## src/rtl/irq_controller.sv

```systemverilog
`default_nettype none
// ============================================================================
// Module   : irq_controller
// Brief    : Memory-mapped interrupt controller: rising-edge latch, per-line
//            mask, fixed priority (line 0 highest) and an ACK-by-ID handshake.
// Revision : 1.0 - initial release
// ============================================================================
module irq_controller #(
    parameter int N_IRQ = 8,
    parameter int ID_W  = 5
) (
    input  logic             clk,
    input  logic             rst_n,
    input  logic             ce,
    input  logic             rw,
    input  logic [3:0]       reg_sel,
    input  logic [31:0]      data_in,
    output logic [31:0]      data_out,
    input  logic [N_IRQ-1:0] irq,
    output logic             intr
);

    localparam logic [0:0] S_IDLE = 1'b0;
    localparam logic [0:0] S_REQ  = 1'b1;

    localparam logic [3:0] c_sel_id      = 4'h0;
    localparam logic [3:0] c_sel_ack     = 4'h1;
    localparam logic [3:0] c_sel_mask    = 4'h2;
    localparam logic [3:0] c_sel_pending = 4'h3;

    logic [N_IRQ-1:0] r_irq_prev;
    logic [N_IRQ-1:0] r_pending;
    logic [N_IRQ-1:0] r_mask;
    logic [ID_W-1:0]  r_irq_id;
    logic [0:0]       r_state;

    logic             w_wr;
    logic             w_ack_wr;
    logic             w_mask_wr;
    logic [ID_W-1:0]  w_ack_id;
    logic [N_IRQ-1:0] w_rise;
    logic [N_IRQ-1:0] w_clr;
    logic [N_IRQ-1:0] w_cur;
    logic [N_IRQ-1:0] w_pending_nxt;
    logic [N_IRQ-1:0] w_mask_nxt;
    logic [N_IRQ-1:0] w_req;
    logic             w_active;
    logic [ID_W-1:0]  w_sel;
    logic             w_ack_hit;
    logic             w_cur_live;
    logic [31:0]      w_rd_data;
    logic             w_unused_data;

    assign w_wr      = ce && !rw;
    assign w_ack_wr  = w_wr && (reg_sel == c_sel_ack);
    assign w_mask_wr = w_wr && (reg_sel == c_sel_mask);
    assign w_ack_id  = data_in[ID_W-1:0];
    assign w_rise    = irq & ~r_irq_prev;

    // Per-line decode: ACK IDs at or above N_IRQ match no line and are dropped.
    generate
        for (genvar gi = 0; gi < N_IRQ; gi++) begin : g_line
            assign w_clr[gi] = w_ack_wr && (w_ack_id == ID_W'(gi));
            assign w_cur[gi] = (r_irq_id == ID_W'(gi));
        end
    endgenerate

    // A new edge wins over a same-cycle ACK so no interrupt is ever lost.
    assign w_pending_nxt = (r_pending & ~w_clr) | w_rise;
    assign w_mask_nxt    = w_mask_wr ? data_in[N_IRQ-1:0] : r_mask;
    assign w_req         = r_pending & r_mask;
    assign w_active      = |w_req;
    assign w_ack_hit     = w_ack_wr && (w_ack_id == r_irq_id);
    assign w_cur_live    = |(w_pending_nxt & w_mask_nxt & w_cur);

    always_comb begin
        w_sel = '0;
        for (int i = N_IRQ - 1; i >= 0; i--) begin
            if (w_req[i]) begin
                w_sel = ID_W'(i);
            end
        end
    end

    always_ff @(posedge clk) begin
        if (!rst_n) begin
            r_irq_prev <= '0;
            r_pending  <= '0;
            r_mask     <= '0;
            r_irq_id   <= '0;
            r_state    <= S_IDLE;
        end else begin
            r_irq_prev <= irq;
            r_pending  <= w_pending_nxt;
            r_mask     <= w_mask_nxt;
            case (r_state)
                S_IDLE: begin
                    if (w_active) begin
                        r_irq_id <= w_sel;
                        r_state  <= S_REQ;
                    end
                end
                S_REQ: begin
                    // Leave on a matching ACK, or when the serviced line is masked off.
                    if (w_ack_hit || !w_cur_live) begin
                        r_state <= S_IDLE;
                    end
                end
                default: r_state <= S_IDLE;
            endcase
        end
    end

    assign intr = (r_state == S_REQ);

    always_comb begin
        w_rd_data = '0;
        if (ce && rw) begin
            case (reg_sel)
                c_sel_id:      w_rd_data[ID_W-1:0]  = r_irq_id;
                c_sel_mask:    w_rd_data[N_IRQ-1:0] = r_mask;
                c_sel_pending: w_rd_data[N_IRQ-1:0] = r_pending;
                default:       w_rd_data = '0;
            endcase
        end
    end

    assign data_out      = w_rd_data;
    assign w_unused_data = ^data_in;

endmodule
`default_nettype wire

```

## config.mk

```make
export PLATFORM = sky130hd
export DESIGN_NAME = irq_controller
export DESIGN_NICKNAME = d
export VERILOG_FILES = /design/src/rtl/irq_controller.sv
export SDC_FILE = /design/constraint.sdc
export NUM_CORES = 1
export LEC_CHECK = 0
export BUFFER_PORTS_ARGS = -buffer_cell sky130_fd_sc_hd__buf_2
export CAP_MARGIN = 20
export CORE_MARGIN = 1
export CORE_UTILIZATION = 44
export DETAILED_ROUTE_END_ITERATION = 12
export PLACE_DENSITY = 0.75
export REMOVE_ABC_BUFFERS = 1
export SLEW_MARGIN = 10
export SYNTH_ARGS = -nofsm -noshare
export SYNTH_HDL_FRONTEND = slang
export SYNTH_SLANG_ARGS = --single-unit
```

## constraint.sdc

```tcl
create_clock -name clk -period 5.16 [get_ports clk]
set_input_delay 1.29 -clock clk [delete_from_list [all_inputs] [get_ports clk]]
set_output_delay 1.29 -clock clk [all_outputs]
set_load 0.02 [all_outputs]
```

# == After elaboration in Yosys (flattened, before gate mapping) ==
# Index checks and enable logic that the tools add are counted.
# totals
register_bits,30
mem_count,0
inputBits,48
latch_bits,0
ram_bits,0
output_inout_bits,33
mem_bits_ro,0
elab_cells,69
# classes
multipliers,0
n_reduce_logical,22
eq_ne,18
n_lt_le_gt_ge,0
n_div,0
bitwise,9
n_mux,15
addsub,0
shifts,0
# ops
op,n
bitwise AND 8 bit,5
equality test 5 x 3 -> 1 bit (second input constant),8
two-way mux 5 bit,6
equality test 5 x 2 -> 1 bit (second input constant),4
two-way mux 8 bit,2
inverter 8 bit,2
OR reduction 8 bit,2
one-hot mux 5 bit (3 select lines),1
logical AND 1 bit,13
equality test 5 x 1 -> 1 bit (second input constant),2
zero test 5 bit,2
equality test 4 x 2 -> 1 bit (second input constant),2
OR 8 bit,1
two-way mux 3 bit,2
one-hot mux 3 bit (2 select lines),1
equality test 5 bit,1
equality test 4 x 1 -> 1 bit (second input constant),1
zero test 4 bit,1
zero test 1 bit,2
two-way mux 1 bit,2
one-hot mux 1 bit (2 select lines),1
AND reduction 2 bit,1
logical OR 1 bit,1
inverter 1 bit,1

# == Logic depth before layout (Yosys ltp) ==
# logic_depth
depth_word,14
ltp_mapped,7

# == Worst setup path before layout ==
# OpenSTA, ideal clock, no wires.
# synth_timing
path_type,input port to output port
start,in reg_sel[0]
end,out data_out[0]
path_buffers,1
path_stages,3
t_arrival_ns,2.060
slack_ns,1.810
cell_sequence,buf_1 -> a31oi_1 -> nor2_1
# synth_between
elab_chain_len,3
word_cells_on_any_way,5
# synth_rtl
element,line_no,source
from (decl),16,"input logic [3:0] reg_sel,"
equality test 4 x 2 -> 1 bit / zero test 4 bit (equally long branches),119,case (reg_sel)
one-hot mux 5 bit (3 select lines) *,119,
two-way mux 8 bit *,118,if (ce && rw) begin
to (decl),18,"output logic [31:0] data_out,"
# Mark *: on every way between the ends. The rest lies on a longest branch, timed or not.

# == Worst setup path after layout ==
# layout_timing
start,in reg_sel[3]
end,out data_out[3]
# The elaborated chain is that of the path after synthesis.

==> metrics.md <==
| Metric | Value |
|---|---|
| CTS tree | yes |
| Routed wire length | 3.72 mm |
| Commonest cells after routing, fill and taps aside | buf_2, dfxtp_1, conb_1 |
| Leak | around 0.84 nW |
| RR Startpoint | r_irq_id[2]$_SDFFE_PN0P_ |
| Placeable core area | 4000 µm² |
| Post-synth cell types | 47 |
| Util after Layout | roughly 50% |
| Worst hold path class | reg2reg |
| Layout Area Growth over Synthesis | 5.63% |
| Initial antenna violation count | 0 |
| R2R depth | 4 |
| Share of cells above drive strength 1 | 21.1% |
| GRT Residual Overflow | 0 |
| Vias | 1463 |
| Fin nets | 282 |
| Total track usage | 17.6% |
| Post-CTS Setup Bufs | 0 |
| Cells after DPL | roughly 280 |
| Status | completed |
| H-tree levels | 1 |
| Int Power | 0.000302 W |
| Placed Area | between 1500 and 2000 µm² |
| Hold-fix buffers, CTS | 0 |
| Diodes inserted | 0 |
| Most common cell after layout, fill and taps aside | buf_2 |
| IO Port Bufs | 32 |
| Crit end category | primary output |
| Max cap viols | 0 |
| Die W | 66.8 µm |
| Worst Path Required | approximately 3.9 ns |
| RR Endpoint | intr$_SDFF_PN0_ |
| Min cycle time layout | 3.48 ns |
| GPL Wtd Cong | 0.833 |
| Max_slew headroom | 64.3% |
| Max VDD drop | 0.106 mV |
| Resize count post-CTS | 0 |
| CP Capture Point | data_out[3] |
| Post-route cell area | about 1900 µm² |
| Clock skew after layout | 0.00632 ns |
| Clock Path Buffers | 2 |
| Logic gate share of total power | 15.9% |
| Die height | 66.8 µm |
| WL/cell | roughly 13 µm |
| Crit path DAT | 2.19 ns |
| Starting Density | between 40 and 50% |
| Drt via density | 5.19 |
| Largest net degree at the start of global routing | 30 |
| Sw Ratio | between 20% and 30% |
| Cells after synthesis | 208 |
| Final hold vios | 0 |
| Final antenna-violating net count | 0 |
| First-pass GRT wire length | roughly 6 mm |
| Pwr dens | 213 nW/µm² |
| Yosys reg bits | 28 |
| Vias in the first global route | 1287 |
| Overall power | about 0.00042 W |
| Clock power frac | 28.0% |
| Unrepaired setup endpoints after global routing | no |
| Slew @ Worst Pin | 0.535 ns |
| # IOs | 81 |
| EDFF count, synth | 0 |
| Reg clk slew, reported paths | around 0.09 ns |
| Syn. warnings | 0 |
| Post-Syn Area | 1850 µm² |
| Kind of critical path | in2out |
| Setup violations, final | 0 |
| DRC violations left | 0 |
| Initial DRC Count | 88 |
| Startpoint Class | primary input |
| Crit path max fanout | 5 |
| Non-filler cells in the finished layout | around 280 |
| Sequential fraction of the synthesis area | roughly 30% |
| Max Freq | 0.287 GHz |
| DP HPWL | about 2.8 mm |
| Share of power burned in registers | between 50 and 60% |
| Total Neg Setup Slack | 0 ns |
| Num rows | 23 |
| DRT Pass-1 Iters | 5 |
| Crit. Startpoint | reg_sel[3] |
| Clock Sinks | 28 |
| Full die area | 4460 µm² |
| Fin. max-slew vios | 0 |
| Clock Latency Late Sink | approximately 0.27 ns |
| Ys flop type | dfxtp_1 |
| Root buffer cell | clkbuf_8 |
| Inserted Clock Buffers | 3 |
| P_sw | ~0.00011 W |
| Final period utilization | 67.5% |
| R2r setup slk | 3.51 ns |
| Average size of a mapped cell | around 8.9 µm² |
| Post-synth ARST share | 0% |
worst min path at each step:
| stage | cells after the start | startpoint | end | slack, ns |
|---|---|---|---|---|
| final | 2 | r_mask[7]$_SDFF_PN0_ | r_mask[7]$_SDFF_PN0_ | 0.59 |
| after global routing | 2 | r_mask[3]$_SDFF_PN0_ | r_mask[3]$_SDFF_PN0_ | 0.63 |
| after CTS | 2 | r_mask[7]$_SDFF_PN0_ | r_mask[7]$_SDFF_PN0_ | 0.59 |
| after detailed placement | 2 | r_mask[7]$_SDFF_PN0_ | r_mask[7]$_SDFF_PN0_ | 0.57 |
| after floorplan | 2 | r_mask[6]$_SDFF_PN0_ | r_mask[6]$_SDFF_PN0_ | 0.53 |
| after global placement | 2 | r_mask[7]$_SDFF_PN0_ | r_mask[7]$_SDFF_PN0_ | 0.56 |
metrics by stage:
step	setup slack, ns	hold slack [ns]
4_1_cts	1.65	0.587
5_1_grt	1.56	0.628
3_3_place_gp	1.66	0.560
2_1_floorplan	1.87	0.529
6_report	1.68	0.594
3_5_place_dp	1.66	0.572
worst max-delay path, stage by stage:
cell,delay [ns]
buf_2,0.13
nor3b_4,0.24
nand3_1,0.22
nor2_1,0.14
buf_2,0.17
final cells by class:
cell class	count	area [µm²]
Fill cell	412	2050
Multi-Input combinational cell	167	1120
Sequential cell	28	561
Timing Repair Buffer	32	160
Tap cell	50	62.6
Clock buffer	3	41.3
Inverter	2	7.51
power groups by stage:
stage          Sequential (W)  Combinational, W  Clock, W
3_3_place_gp         0.000237         0.0000651         0
6_report             0.000233         0.0000662  0.000117
4_1_cts              0.000233         0.0000664  0.000118
5_1_grt              0.000234         0.0000728  0.000130
3_5_place_dp         0.000238         0.0000662         0
2_1_floorplan        0.000235         0.0000426         0
routing by layer:
| metal | wire length, µm | GRT usage [%] |
|---|---|---|
| met1 | 1840 | 24.2 |
| met3 | 178 | 2.23 |
| met2 | 1670 | 28.0 |
| met4 | 33 | 5.85 |
| met5 | 0 | 0 |
registers in the layout, indices dropped and copies added, names as in the netlist:
| name | cells |
|---|---|
| r_irq_id | 3 |
| r_irq_prev | 8 |
| r_pending | 8 |
| r_mask | 8 |
| intr | 1 |
cell families after synthesis:
logic type / count (synthesis) / share of synthesized area, %
other cells: 1 / 0.203
xor+xnor: 3 / 1.42
simple gates: 92 / 31.5
buf+inv: 36 / 13.8
compound gates: 28 / 11.5
mux: 20 / 11.3
flops: 28 / 30.4
Yosys cell counts, types with 3 or more instances:
cell type	count	area (µm²)
dfxtp_1	28	561
buf_4	25	188
mux2i_1	16	160
nor2b_1	16	100
nor2_1	15	56.3
nand2_1	14	52.6
and2_1	12	75.1
nand3_1	5	25.0
nand4b_1	5	43.8
a21oi_1	4	20.0
a31oi_1	4	25.0
clkbuf_1	4	15.0
nand4_1	4	25.0
and2b_1	3	22.5
mux2_2	3	33.8
o22ai_1	3	18.8
o32ai_1	3	26.3
xnor2_1	3	26.3
No activity file was read; power rests on OpenSTA's default activity.
